$ cat src/rtl/dino_game_controller.sv
// dino_game_controller: scroll-step timing, jump, collision and saturating score
// sequencer for the dino runner, sitting between the debouncers and the generator.
module dino_game_controller #(
   parameter logic [23:0] TICK_INIT     = 24'd12_500_000,
   parameter logic [23:0] TICK_MIN      = 24'd3_000_000,
   parameter logic [23:0] TICK_STEP     = 24'd500_000,
   parameter logic [7:0]  SPEEDUP_EVERY = 8'd5,
   parameter logic [3:0]  JUMP_STEPS    = 4'd3,
   parameter int          DINO_POS      = 3,
   parameter int          SCORE_W       = 8
) (
   input  logic               clk,
   input  logic               reset,
   input  logic               start_btn,
   input  logic               jump_btn,
   input  logic [7:0]         led_line,
   output logic               step,
   output logic               gen_reset,
   output logic               dino_up,
   output logic [SCORE_W-1:0] score,
   output logic               game_over,
   output logic               playing
);

   typedef enum logic [1:0] {IDLE, CLEAR, RUN, OVER} state_t;

   state_t             state_q, state_d;
   logic               start_q, jump_q, check_q;
   logic [23:0]        div_q, div_d, per_q, per_d;
   logic [3:0]         jcnt_q, jcnt_d, clr_q, clr_d;
   logic [7:0]         spd_q, spd_d;
   logic [SCORE_W-1:0] score_q, score_d;
   logic               up_q, up_d, up_mid;
   logic               start_e, jump_e, counting, hit;
   logic               unused_led;

   assign start_e    = start_btn & ~start_q;
   assign jump_e     = jump_btn & ~jump_q;
   assign counting   = state_q == CLEAR || state_q == RUN;
   assign step       = counting && div_q == per_q - 24'd1;
   assign hit        = led_line[DINO_POS];
   assign unused_led = ^led_line;
   assign gen_reset  = state_q != RUN;
   assign playing    = state_q == RUN;
   assign game_over  = state_q == OVER;
   assign score      = score_q;
   assign dino_up    = up_q;

   always_ff @(posedge clk) begin
      if (reset) begin
         state_q <= IDLE;
         start_q <= 1'b0;
         jump_q  <= 1'b0;
         check_q <= 1'b0;
         div_q   <= '0;
         per_q   <= TICK_INIT;
         jcnt_q  <= '0;
         clr_q   <= '0;
         spd_q   <= '0;
         score_q <= '0;
         up_q    <= 1'b0;
      end else begin
         state_q <= state_d;
         start_q <= start_btn;
         jump_q  <= jump_btn;
         check_q <= step;
         div_q   <= div_d;
         per_q   <= per_d;
         jcnt_q  <= jcnt_d;
         clr_q   <= clr_d;
         spd_q   <= spd_d;
         score_q <= score_d;
         up_q    <= up_d;
      end
   end

   always_comb begin
      state_d = state_q;
      div_d   = step ? '0 : div_q + 24'd1;
      per_d   = per_q;
      jcnt_d  = jcnt_q;
      clr_d   = clr_q;
      spd_d   = spd_q;
      score_d = score_q;
      up_mid  = up_q;
      up_d    = up_q;
      unique case (state_q)
         IDLE, OVER: begin
            if (start_e) begin
               state_d = CLEAR;
               per_d   = TICK_INIT;
               score_d = '0;
               up_mid  = 1'b0;
               up_d    = 1'b0;
               jcnt_d  = '0;
               clr_d   = '0;
               spd_d   = '0;
            end
         end
         CLEAR: begin
            // nine checks flush the eight LEDs plus the generator output register
            if (check_q) begin
               clr_d   = clr_q + 4'd1;
               state_d = clr_q == 4'd8 ? RUN : CLEAR;
            end
         end
         RUN: begin
            if (check_q && hit && !up_q) begin
               state_d = OVER;
            end else if (check_q) begin
               if (hit && score_q != '1) begin
                  score_d = score_q + SCORE_W'(1);
                  spd_d   = spd_q == SPEEDUP_EVERY - 8'd1 ? 8'd0 : spd_q + 8'd1;
                  if (spd_q == SPEEDUP_EVERY - 8'd1)
                     per_d = {1'b0, per_q} >= {1'b0, TICK_MIN} + {1'b0, TICK_STEP} ? per_q - TICK_STEP : TICK_MIN;
               end
               if (up_q) begin
                  jcnt_d = jcnt_q - 4'd1;
                  up_mid = jcnt_q != 4'd1;
               end
            end
            up_d = up_mid;
            // a jump landing on a check cycle sees the post-evaluation airborne state
            if (state_d == RUN && jump_e && !up_mid) begin
               up_d   = 1'b1;
               jcnt_d = JUMP_STEPS;
            end
         end
      endcase
      if (!(state_d == CLEAR || state_d == RUN) || !counting)
         div_d = '0;
   end

endmodule
$ cat config.mk
export PLATFORM = sky130hd
export DESIGN_NAME = dino_game_controller
export DESIGN_NICKNAME = d
export VERILOG_FILES = /design/src/rtl/dino_game_controller.sv
export SDC_FILE = /design/constraint.sdc
export NUM_CORES = 1
export LEC_CHECK = 0
export ABC_AREA = 0
export BUFFER_PORTS_ARGS = -buffer_cell sky130_fd_sc_hd__buf_2
export CAP_MARGIN = 20
export CORE_UTILIZATION = 55
export CTS_CLUSTER_DIAMETER = 150
export DETAILED_ROUTE_END_ITERATION = 7
export PLACE_DENSITY = 0.73
export RECOVER_POWER = 25
export SLEW_MARGIN = 20
export SYNTH_ARGS = -nofsm -noshare
export SYNTH_HDL_FRONTEND = slang
export SYNTH_SLANG_ARGS = --single-unit
$ cat constraint.sdc
create_clock -name clk -period 4.8 [get_ports clk]
set_clock_uncertainty 0.2 [all_clocks]
set_input_delay 0.96 -clock clk [delete_from_list [all_inputs] [get_ports clk]]
set_output_delay 0.96 -clock clk [all_outputs]
set_load 0.005 [all_outputs]
==> impl_summary.txt, run 1 <==
----------------------------------------------------
[Timing]
  Worst slew margin relative to its limit ... 0.187
  Post-Route Setup TNS ... 0 ns
  Hold Violations, Final ... 0
  Worst hold slack after final layout ... 0.258 ns
  Fmax ... 219 MHz
  Slew at the pin closest to its max-slew limit ... 1.22 ns
  Tmin final ... 4.56 ns
  RSZ-0062 raised after global routing ... no
  Fraction of the cycle the final worst path needs ... 0.950
  Final count of pins violating max slew ... 0
  Final setup violation count ... 0

[Setup path]
  Critical Path Source Type ... flop
  FF-to-FF End ... div_q[1]
  Required time of the critical path ... 3.64 ns
  Endpoint class of the critical path ... primary output
  Reg2Reg Launch Point ... per_q[5]
  Path depth of the worst reg2reg path ... 9
  R2R Setup Slk ... 1.44 ns
  Critical path launch point ... per_q[5]
  Arrival time of data at the critical path endpoint ... 3.40 ns
  Biggest fanout along the worst timing path ... 8
  Classification of the worst setup path ... flop to primary output
  Critical path destination ... step

[Global route]
  Global-route congestion overflow total ... 0
  Aggregate global-route resource usage ... 0.247
  Pin count of the biggest net entering global routing ... 30
  Wire length of the first global-routing pass ... 15200 µm
  Initial antenna violation count ... 0
  Vias in the first global route ... 3363

[Clock network]
  Post-CTS Setup Inserts ... 0
  Level count of the clock H-tree ... 3
  Reg clk slew, reported paths ... 0.08 ns
  Number of hold buffers added after CTS ... 0
  Clock Root Buffer ... sky130_fd_sc_hd__clkbuf_8
  Insertion delay to the later sink of the worst-skew pair ... 0.36 ns
  # resized after CTS ... 0
  Clock tree from TritonCTS ... built
  Clock sink count ... 73
  Max Buffers Root-to-Sink ... 2
  Number of clock buffers inserted by TritonCTS ... 9

[Synth]
  Post-Synthesis Net Count ... 546
  Sequential share of the synthesized area ... 0.349
  Average cell area after synthesis ... 8.03 µm²
  Number of warnings printed during yosys synthesis ... 0
  Flip-flop and latch count after synthesis ... 73
  Distinct cells, synth ... 60
  Cell Area, Synth ... 4190 µm²
  Number of flops mapped to enable cells by yosys ... 0
  Share of flip-flops with an asynchronous set or reset ... 0
  Cell count after synthesis ... 522
  Top flip-flop cell by instance count after synthesis ... sky130_fd_sc_hd__dfxtp_1

[Pwr]
  Part of the total power dissipated in combinational logic ... 0.134
  Static Leak ... 1.58 nW
  Power per Cell Area ... 298 nW/µm²
  Switch share ... 0.282
  Cell internal pwr ... 965 µW
  Clk network pwr share ... 0.376
  Switching component of the power ... 379 µW
  Total power draw ... 1.34 mW
  Maximum vdd drop ... 0.191 mV
  Portion of total power attributed to sequential cells ... 0.490

[Detailed routing]
  Via count of the routed design ... 3576
  WL final ... 8770 µm
  First-pass DRT Iterations ... 4
  Post-route ant nets ... 0
  Remaining routing DRC violations ... 0
  Avg Vias per Cell ... 5.69
  Drt initial violations ... 170
  WL per Instance ... 14.0 µm

[Floorplan]
  Core Region ... 7290 µm²
  Top Ports ... 25
  Die outline width ... 89.3 µm
  Starting Density ... 0.575
  Total die area ... 7970 µm²
  Die outline height ... 89.3 µm
  Number of core rows ... 31

[Worst hold path]
  Hold crit path type ... flop to flop
  Hold-critical path depth ... 1

[Placed design]
  GPL Wtd Cong ... 0.847
  Total half-perimeter wirelength after legalization and detailed placement ... 6270 µm
  Quantity of I/O buffers inserted on ports ... 17

[Cells and area]
  Layout overhead on the synthesized area ... 7.64%
  Antenna diode count ... 0
  Fraction of layout instances using a drive strength above 1 ... 0.0794
  Number of nets in the finished design ... 548

[Run status]
  Run status ... finished clean

[Flow run]
  Max Cap Viol ... 0

----------------------------------------------------
## routing by layer
metal	GRT usage	wire, µm
met3	0.0609	336
met1	0.302	4140
met4	0.0924	119
met2	0.419	4170
met5	0	0
## cells by family (layout without fill, tap and decap cells)
family | count (synthesis) | in the layout | share of synthesized area
simple gates | 218 | 218 | 0.257
compound gates | 94 | 94 | 0.152
flops | 73 | 73 | 0.349
xor+xnor | 70 | 70 | 0.146
buf+inv | 52 | 59 | 0.0525
fa+ha+maj | 12 | 12 | 0.0358
mux | 3 | 3 | 0.00716
## Yosys cell counts (all sizes together), types with 12 or more instances
library cell	instances	area, µm²
nor3	12	60.1
inv	20	75.1
ha	12	150
a21oi	15	75.1
nand3	15	75.1
xnor2	30	263
dfxtp	73	1460
clkbuf	25	93.8
nand4	19	119
nor2	78	293
o21ai	30	150
nand2	36	135
xor2	40	350
## placed cells by master (no fill, tap or decap), types with 6 or more instances in the layout
cell,synthesis,final
sky130_fd_sc_hd__a21oi_1,15,15
sky130_fd_sc_hd__and2_1,6,6
sky130_fd_sc_hd__and3_1,9,9
sky130_fd_sc_hd__buf_2,2,14
sky130_fd_sc_hd__clkbuf_8,0,11
sky130_fd_sc_hd__dfxtp_1,73,73
sky130_fd_sc_hd__ha_1,12,12
sky130_fd_sc_hd__inv_1,20,20
sky130_fd_sc_hd__nand2_1,36,36
sky130_fd_sc_hd__nand2b_1,9,9
sky130_fd_sc_hd__nand3_1,15,15
sky130_fd_sc_hd__nand4_1,19,19
sky130_fd_sc_hd__nor2_1,78,78
sky130_fd_sc_hd__nor3_1,12,10
sky130_fd_sc_hd__o211ai_1,7,7
sky130_fd_sc_hd__o21ai_0,28,28
sky130_fd_sc_hd__o31ai_1,7,7
sky130_fd_sc_hd__or3_1,7,7
sky130_fd_sc_hd__xnor2_1,30,30
sky130_fd_sc_hd__xor2_1,40,40
## critical path, cell delays in order (launching register included)
cell	delay, ns
sky130_fd_sc_hd__dfxtp_1	0.47
sky130_fd_sc_hd__inv_1	0.08
sky130_fd_sc_hd__ha_1	0.32
sky130_fd_sc_hd__xnor2_1	0.12
sky130_fd_sc_hd__or4_1	0.47
sky130_fd_sc_hd__or4b_1	0.54
sky130_fd_sc_hd__nor3_1	0.26
sky130_fd_sc_hd__o2111ai_1	0.14
sky130_fd_sc_hd__or3_1	0.44
sky130_fd_sc_hd__inv_1	0.09
sky130_fd_sc_hd__buf_2	0.11
## area by class of cell
| class | instances | area (µm²) |
|---|---|---|
| fill | 697 | 2780 |
| multi-input combinational | 397 | 2530 |
| sequential | 73 | 1460 |
| clock buffer | 12 | 155 |
| tap | 99 | 124 |
| timing repair buffer | 22 | 115 |
| inverter | 21 | 78.8 |
| clock inverter | 4 | 51.3 |
## power groups by stage
stage	sequential, mW	clock (mW)	combinational [mW]
final	0.658	0.505	0.181
after global routing	0.663	0.542	0.206
after CTS	0.658	0.518	0.182
after detailed placement	0.672	0	0.181
after global placement	0.671	0	0.176
after floorplan	0.652	0	0.157
## state kept, by name (all words and copies together), names as in the netlist, 2 cells and up
name and flops:
clr_q 4, div_q 24, jcnt_q 4, per_q 19, score 8, spd_q 8
state_q 2
## metrics by stage
step	area [µm²]	util	cells	setup slack, ns
detailed placement	4310	0.591	612	0.636
CTS	4520	0.620	628	0.230
floorplan	4190	-	522	0.925
finish	4510	0.619	628	0.240
global placement	4310	0.591	612	0.663
global route	4510	0.619	628	0.0615
## worst min path at each step
stage / start / endpoint / slack [ns]
global route: div_q[0] / div_q[0] / 0.29
floorplan: div_q[0] / div_q[0] / 0.22
global placement: div_q[0] / div_q[0] / 0.23
detailed placement: div_q[0] / div_q[0] / 0.25
CTS: div_q[0] / div_q[0] / 0.26
finish: div_q[0] / div_q[0] / 0.26
Note: power is estimated with default switching activity, not from simulation.
==> run 2: changes to the inputs <==
--- a/config.mk
+++ b/config.mk
@@ -12,7 +12,6 @@
 export CTS_CLUSTER_DIAMETER = 150
 export DETAILED_ROUTE_END_ITERATION = 7
 export PLACE_DENSITY = 0.73
-export RECOVER_POWER = 25
 export SLEW_MARGIN = 20
 export SYNTH_ARGS = -nofsm -noshare
 export SYNTH_HDL_FRONTEND = slang
==> run 2 against run 1 <==
  * Fmax is essentially flat
  * Combinational power about the same
  * Count of clock-buffer cells in the layout did not move
  * Via count about the same
  * Critical path type unchanged
  * Die area unchanged
  * Sequential power about the same
  * Cell count unchanged
  * Global-route usage is the same
  * Wire length is 0.35% higher
  * Sequential share of layout area down 0.054 points
==> impl_summary.txt, run 2 (synthesis gave the netlist of run 1 again) <==
----------------------------------------------------
[Run status]
  Run status ... finished clean

[Timing]
  Tmin final ... 4.56 ns
  Worst slew margin relative to its limit ... 0.484
  Hold Violations, Final ... 0
  Final count of pins violating max slew ... 0
  RSZ-0062 raised after global routing ... no
  Post-Route Setup TNS ... 0 ns
  Fraction of the cycle the final worst path needs ... 0.950
  Final setup violation count ... 0
  Fmax ... 219 MHz
  Slew at the pin closest to its max-slew limit ... 0.769 ns

[Detailed routing]
  Avg Vias per Cell ... 5.70
  Remaining routing DRC violations ... 0
  Post-route ant nets ... 0
  Via count of the routed design ... 3579
  WL final ... 8800 µm
  WL per Instance ... 14.0 µm
  Drt initial violations ... 175
  First-pass DRT Iterations ... 4

[Flow run]
  Max Cap Viol ... 0

[Clock network]
  Level count of the clock H-tree ... 3
  Number of hold buffers added after CTS ... 0
  Reg clk slew, reported paths ... 0.08 ns
  Clock tree from TritonCTS ... built
  Clock Root Buffer ... sky130_fd_sc_hd__clkbuf_8
  Clock sink count ... 73
  # resized after CTS ... 0
  Max Buffers Root-to-Sink ... 2
  Insertion delay to the later sink of the worst-skew pair ... 0.36 ns
  Post-CTS Setup Inserts ... 0
  Number of clock buffers inserted by TritonCTS ... 9

[Setup path]
  Classification of the worst setup path ... flop to primary output
  Critical-path cell list ... inv_1 > ha_1 > xnor2_1 > or4_1 > or4b_1 > nor3_1 > o2111ai_1 > or3_1 > inv_1 > buf_2
  Crit-path max cell delay ... 0.54 ns
  Arrival time of data at the critical path endpoint ... 3.40 ns
  Biggest fanout along the worst timing path ... 8
  Endpoint class of the critical path ... primary output
  Required time of the critical path ... 3.64 ns
  Critical Path Source Type ... flop
  Number of buffers and inverters on the critical path ... 3
  Most used cell, CP ... sky130_fd_sc_hd__inv_1
  Critical path's slowest cell ... sky130_fd_sc_hd__or4b_1
  Cell type group with the largest total delay on the critical path ... simple AND/OR/NAND/NOR gates
  R2R Setup Slk ... 1.44 ns

[Cells and area]
  Largest register FFs ... 24
  Most frequent cells in the layout ... 78 x sky130_fd_sc_hd__nor2_1, 73 x sky130_fd_sc_hd__dfxtp_1, 40 x sky130_fd_sc_hd__xor2_1, 36 x sky130_fd_sc_hd__nand2_1, 30 x sky130_fd_sc_hd__xnor2_1
  Number of nets in the finished design ... 548
  Layout overhead on the synthesized area ... 7.82%
  Commonest non-fill, non-tap cell in the layout ... sky130_fd_sc_hd__nor2_1
  Fraction of layout instances using a drive strength above 1 ... 0.0870
  Post-layout instance area ... 4520 µm²
  Biggest register ... div_q
  Largest registers ... div_q: 24 flops, per_q: 19 flops
  Core Util, Final ... 0.620
  Fillers ... 693
  Antenna diode count ... 0

[Pwr]
  Switching component of the power ... 379 µW
  Switch share ... 0.282
  Clk network pwr share ... 0.375
  Maximum vdd drop ... 0.191 mV
  Static Leak ... 1.60 nW
  Portion of total power attributed to sequential cells ... 0.489
  Power per Cell Area ... 298 nW/µm²
  Cell internal pwr ... 966 µW
  Part of the total power dissipated in combinational logic ... 0.135

[Global route]
  Vias in the first global route ... 3363
  Global-route congestion overflow total ... 0
  Aggregate global-route resource usage ... 0.247
  Initial antenna violation count ... 0
  Wire length of the first global-routing pass ... 15200 µm
  Pin count of the biggest net entering global routing ... 30

[Floorplan]
  Starting Density ... 0.575
  Top Ports ... 25
  Core Region ... 7290 µm²
  Number of core rows ... 31
  Total die area ... 7970 µm²
  Die outline width ... 89.3 µm
  Die outline height ... 89.3 µm

[Placed design]
  Total half-perimeter wirelength after legalization and detailed placement ... 6270 µm
  GPL Wtd Cong ... 0.847
  Quantity of I/O buffers inserted on ports ... 17
  Dpl cell area ... 4310 µm²

[Worst hold path]
  Hold crit path type ... flop to flop

----------------------------------------------------
-- run 2: power groups by stage --
stage / clock network [mW] / logic [mW] / registers [mW]
after floorplan: 0 / 0.157 / 0.652
after global placement: 0 / 0.176 / 0.671
after detailed placement: 0 / 0.181 / 0.672
after CTS: 0.518 / 0.182 / 0.658
after global routing: 0.542 / 0.207 / 0.663
final: 0.505 / 0.182 / 0.658
-- run 2: cell type report --
type / count / area, µm² / area share
clock inverter: 4 / 51.3 / 0.0114
sequential: 73 / 1460 / 0.323
clock buffer: 12 / 155 / 0.0343
timing repair buffer: 22 / 123 / 0.0271
tap: 99 / 124 / 0.0274
multi-input combinational: 397 / 2530 / 0.559
inverter: 21 / 78.8 / 0.0174
-- run 2: path summary, 6_finish.rpt --
kind                   end  startpoint  cells after the start
setup / recovery      step    per_q[5]                     10
hold / removal    div_q[0]    div_q[0]                      1
setup reg to reg  div_q[1]    per_q[5]                      9
hold reg to reg   div_q[0]    div_q[0]                      1
-- run 2: per-stage QoR --
stage	power, mW	instances	hold slack [ns]	setup slack [ns]
after floorplan	0.809	522	0.218	0.925
after global placement	0.847	612	0.225	0.663
after detailed placement	0.853	612	0.247	0.636
after CTS	1.36	628	0.259	0.230
after global routing	1.41	628	0.292	0.0615
final	1.34	628	0.258	0.239
-- run 2: metal layers --
| metal | global-route usage | up-vias | wire length, µm |
|---|---|---|---|
| met4 | 0.0924 | 0 | 116 |
| met5 | 0 | - | 0 |
| met3 | 0.0609 | 14 | 291 |
| li1 | - | 1820 | - |
| met2 | 0.419 | 63 | 4210 |
| met1 | 0.302 | 1682 | 4180 |
